<file path="src/rtl/mux_share_arbiter.sv">
// Round-robin owner of one registered 2-to-1 mux channel shared by requesters X and Y.
// A per-grant transfer limit hands the channel over when the other side is waiting.
module mux_share_arbiter #(
    parameter int W        = 4,
    parameter int MAX_HOLD = 4
) (
    input  logic         clock,
    input  logic         reset,
    input  logic         req_x,
    input  logic         req_y,
    input  logic [W-1:0] x,
    input  logic [W-1:0] y,
    output logic         gnt_x,
    output logic         gnt_y,
    output logic         s,
    output logic [W-1:0] m,
    output logic         m_valid
);

    typedef enum logic [1:0] {
        IDLE    = 2'd0,
        GRANT_X = 2'd1,
        GRANT_Y = 2'd2
    } state_t;

    localparam logic [8:0] MAX_HOLD_9 = 9'(MAX_HOLD);
    localparam logic [7:0] HOLD_SAT   = 8'(MAX_HOLD - 1);

    state_t         state_q, state_d;
    logic           last_q, last_d;
    logic [7:0]     hold_q, hold_d;
    logic [W-1:0]   m_q, m_d;
    logic           m_valid_q, m_valid_d;

    logic           own_req;
    logic           oth_req;
    logic [8:0]     hold_inc;

    always_ff @(posedge clock) begin
        if (reset) begin
            state_q   <= IDLE;
            last_q    <= 1'b1;
            hold_q    <= 8'd0;
            m_q       <= '0;
            m_valid_q <= 1'b0;
        end else begin
            state_q   <= state_d;
            last_q    <= last_d;
            hold_q    <= hold_d;
            m_q       <= m_d;
            m_valid_q <= m_valid_d;
        end
    end

    always_comb begin
        state_d   = state_q;
        last_d    = last_q;
        hold_d    = hold_q;
        m_d       = m_q;
        m_valid_d = 1'b0;
        // Nine bits so MAX_HOLD = 255 compares without wrapping.
        hold_inc  = {1'b0, hold_q} + 9'd1;
        own_req   = (state_q == GRANT_Y) ? req_y : req_x;
        oth_req   = (state_q == GRANT_Y) ? req_x : req_y;

        case (state_q)
            IDLE: begin
                if (req_x && req_y) begin
                    state_d = last_q ? GRANT_X : GRANT_Y;
                    last_d  = ~last_q;
                    hold_d  = 8'd0;
                end else if (req_x) begin
                    state_d = GRANT_X;
                    last_d  = 1'b0;
                    hold_d  = 8'd0;
                end else if (req_y) begin
                    state_d = GRANT_Y;
                    last_d  = 1'b1;
                    hold_d  = 8'd0;
                end
            end
            GRANT_X, GRANT_Y: begin
                if (!own_req) begin
                    hold_d = 8'd0;
                    if (oth_req) begin
                        state_d = (state_q == GRANT_X) ? GRANT_Y : GRANT_X;
                        last_d  = (state_q == GRANT_X);
                    end else begin
                        state_d = IDLE;
                    end
                end else begin
                    m_valid_d = 1'b1;
                    m_d       = (state_q == GRANT_Y) ? y : x;
                    if (oth_req && (hold_inc == MAX_HOLD_9)) begin
                        // Limit reached with the other side waiting: this transfer is the last one.
                        state_d = (state_q == GRANT_X) ? GRANT_Y : GRANT_X;
                        last_d  = (state_q == GRANT_X);
                        hold_d  = 8'd0;
                    end else if (hold_inc >= MAX_HOLD_9) begin
                        hold_d = HOLD_SAT;
                    end else begin
                        hold_d = hold_inc[7:0];
                    end
                end
            end
            default: begin
                state_d = IDLE;
            end
        endcase
    end

    assign gnt_x   = (state_q == GRANT_X);
    assign gnt_y   = (state_q == GRANT_Y);
    assign s       = (state_q == GRANT_Y);
    assign m       = m_q;
    assign m_valid = m_valid_q;

endmodule

</file>
<file path="config.mk">
export PLATFORM = sky130hd
export DESIGN_NAME = mux_share_arbiter
export DESIGN_NICKNAME = d
export VERILOG_FILES = /design/src/rtl/mux_share_arbiter.sv
export SDC_FILE = /design/constraint.sdc
export NUM_CORES = 1
export LEC_CHECK = 0
export ABC_AREA = 1
export CORE_AREA = 2 2 42 73
export DETAILED_ROUTE_END_ITERATION = 10
export DIE_AREA = 0 0 44 75
export SLEW_MARGIN = 20
export SYNTH_ARGS = -nofsm -noshare
export SYNTH_HDL_FRONTEND = slang
export SYNTH_SLANG_ARGS = --single-unit
</file>
<file path="constraint.sdc">
create_clock -name clock -period 3.4 [get_ports clock]
set_input_delay 0.68 -clock clock [delete_from_list [all_inputs] [get_ports clock]]
set_output_delay 0.68 -clock clock [all_outputs]
set_load 0.05 [all_outputs]
</file>
==> summary.txt <==
STA
  • Measured slew at the worst slew-check pin: 0.5222 ns
  • Max-slew violation count: 0
  • Minimum clock period: 2.557 ns
  • Worst slew margin: 65.08%
  • Worst hold slack: 0.4703 ns
  • Max Clock Skew: 0.002351 ns
  • Fin. Hold Viols: 0
  • Fmax: 391.0 MHz
  • Crit share post-route: 75.22%
  • Final setup violation count: 0
  • RSZ-0062 raised after global routing: false
  • Setup TNS: 0 ns

Routing
  • Via/cell ratio: 5.124
  • Drt wl/cell: 12.03 um
  • 1st-pass router iterations: 4
  • Detailed Route WL: 2.334 mm
  • DRC: 0
  • Final antenna-violating net count: 0
  • DR iter-0 viols: 34
  • Vias: 994

Synthesis
  • Cells after synthesis: 147
  • Post-synth EDFFs: 0
  • Synth Cell Area: 992.2 sq um
  • Top cell type by total area after synthesis: dfxtp_1
  • Top_reg_cell synth: dfxtp_1
  • Synth top cells by count: nand2_1, inv_1, dfxtp_1
  • Netlist cell types: 26
  • Top-count cell post-synth: nand2_1
  • Synthesis warning total: 0
  • Syn Area/Cell: 6.750 sq um
  • Sequential fraction of the synthesis area: 32.28%
  • Syn_nets: 164
  • Top cell type's share of synthesized area: 32.28%
  • Async set or reset register ratio after synthesis: 0%
  • Synth area leaders: dfxtp_1, nand2_1, inv_1
  • Seq cells post-synth: 16

Global route
  • Total congestion overflow: 0
  • Gr usage total: 16.67%
  • Pin count of the biggest net entering global routing: 13
  • First-pass GRT wire length: 4.091 mm
  • Initial antenna violation count: 0
  • Number of global-route vias before repair: 1,004

CTS
  • Clk_lat worst skew: 0.24 ns
  • Clock buffer depth: 2
  • Clock transition at path regs: 0.06 ns
  • CTS Buf Count: 3
  • CTS Hold Buffers Added: 0
  • Postcts setup bufs: 0
  • H-tree Lvls: 1
  • CTS sink cnt: 16
  • Post_cts resized: 0
  • Root buf cell: clkbuf_8
  • CTS tree: yes

Job
  • Max_cap viols: 0

Critical path
  • Max Fanout on Critical Path: 9
  • Startpoint Class: register
  • Critical Path AT: 1.88 ns
  • Critical path class: register to output port
  • CP max stage cell: clkdlybuf4s50_1
  • Setup crit end kind: output port
  • Largest stage delay, worst path: 0.87 ns
  • Crit-path cells: inv_1 > ha_1 > clkdlybuf4s50_1
  • Critical path required time: 2.72 ns

Final layout
  • Nets@finish: 186
  • Diode count: 0
  • Area grow syn2layout: 25.60%
  • Fill cells: 299
  • Share of layout cells above drive strength 1: 9.581%

Die
  • Chip height: 75 um
  • Top Ports: 20
  • # rows: 25
  • Die area: 3300 sq um
  • CORE AREA: 2690 sq um
  • Initial Utilization: 36.88%
  • Die X: 44 um

Run status
  • Outcome: complete, no violations

Placement
  • HPWL after DPL: 1.959 mm
  • Global placement routability congestion: 0.8054
  • Port buffer count: 19

Pwr
  • PwrDens: 719.4 nW/um^2
  • Leakage: 0.5229 nW
  • IR drop worst, VDD: 0.0003869 V

Min path
  • Min-delay worst type: register to register
## final cells by class
type / instances / area (sq um) / area share, %
Multi-Input combinational cell: 109 / 583.1 / 46.79
Sequential cell: 16 / 320.3 / 25.70
Timing Repair Buffer: 19 / 190.2 / 15.26
Inverter: 20 / 77.57 / 6.225
Clock buffer: 3 / 41.29 / 3.313
Tap cell: 27 / 33.78 / 2.711
## kinds of logic after synthesis
| family | Yosys count | synth area share (%) |
|---|---|---|
| AOI/OAI and AO/OA | 23 | 13.49 |
| adders and majority gates | 5 | 6.305 |
| buffers and inverters | 22 | 8.953 |
| DFF | 16 | 32.28 |
| and+or+nand+nor | 81 | 38.96 |
## path summary, 6_finish.rpt
kind | cells after the start | end | startpoint | slack [ns]
min reg2reg | 2 | last_q | last_q | 0.47
max reg2reg | 11 | state_q[1] | state_q[0] | 1.62
min | 2 | last_q | last_q | 0.47
max | 3 | gnt_y | state_q[0] | 0.84
## per-layer routing
layer | up-vias | track usage (%) | share of wire (%)
met4 | 0 | 9.428 | 2.2
met5 | - | 0 | 0
met1 | 440 | 14.88 | 37
li1 | 527 | - | -
met3 | 4 | 2.398 | 3.3
met2 | 23 | 33.50 | 57
## stage by stage
step                      std cells  worst slack (ns)  power [mW]  area, sq um  utilization [%]
after global routing            194            0.7452      0.9571         1246            46.33
after detailed placement        191             1.098      0.7673         1205            44.79
after floorplan                 147             1.426      0.6262        992.2                -
after global placement          191             1.119      0.7627         1205            44.79
final                           194            0.8426      0.8965         1246            46.33
after CTS                       194            0.8194      0.9078         1246            46.33
## sequential cells by signal, indices dropped and copies added (netlist names)
| register | flops |
|---|---|
| hold_q | 8 |
| last_q | 1 |
| m | 4 |
| m_valid | 1 |
| state_q | 2 |
## power breakdown
part | internal (mW) | total (mW) | switching [mW] | leakage, nW
Combinational | 0.166 | 0.498 | 0.331 | 0.371
Clock | 0.0783 | 0.135 | 0.0569 | 0.0216
Sequential | 0.233 | 0.264 | 0.0303 | 0.130
Total | 0.478 | 0.896 | 0.418 | 0.523
## layout by cell type, fill, tap and decap left out, types with 2 or more instances in the layout
cell              n
a21oi_1           7
a31oi_1           4
clkbuf_8          3
clkdlybuf4s50_1  19
dfxtp_1          16
ha_1              5
inv_1            18
nand2_1          37
nand2_2           3
nand3_1          13
nand4_1           4
nor2_1           11
nor2_4            2
nor3_1            7
o21ai_0           7
## worst max-delay path: cells and delay by family, from the launching register on
family	cells	cell delay (ns)
buffers and inverters	2	0.96
DFF	1	0.34
adders and majority gates	1	0.34
Power figures use the tool's default switching activity.
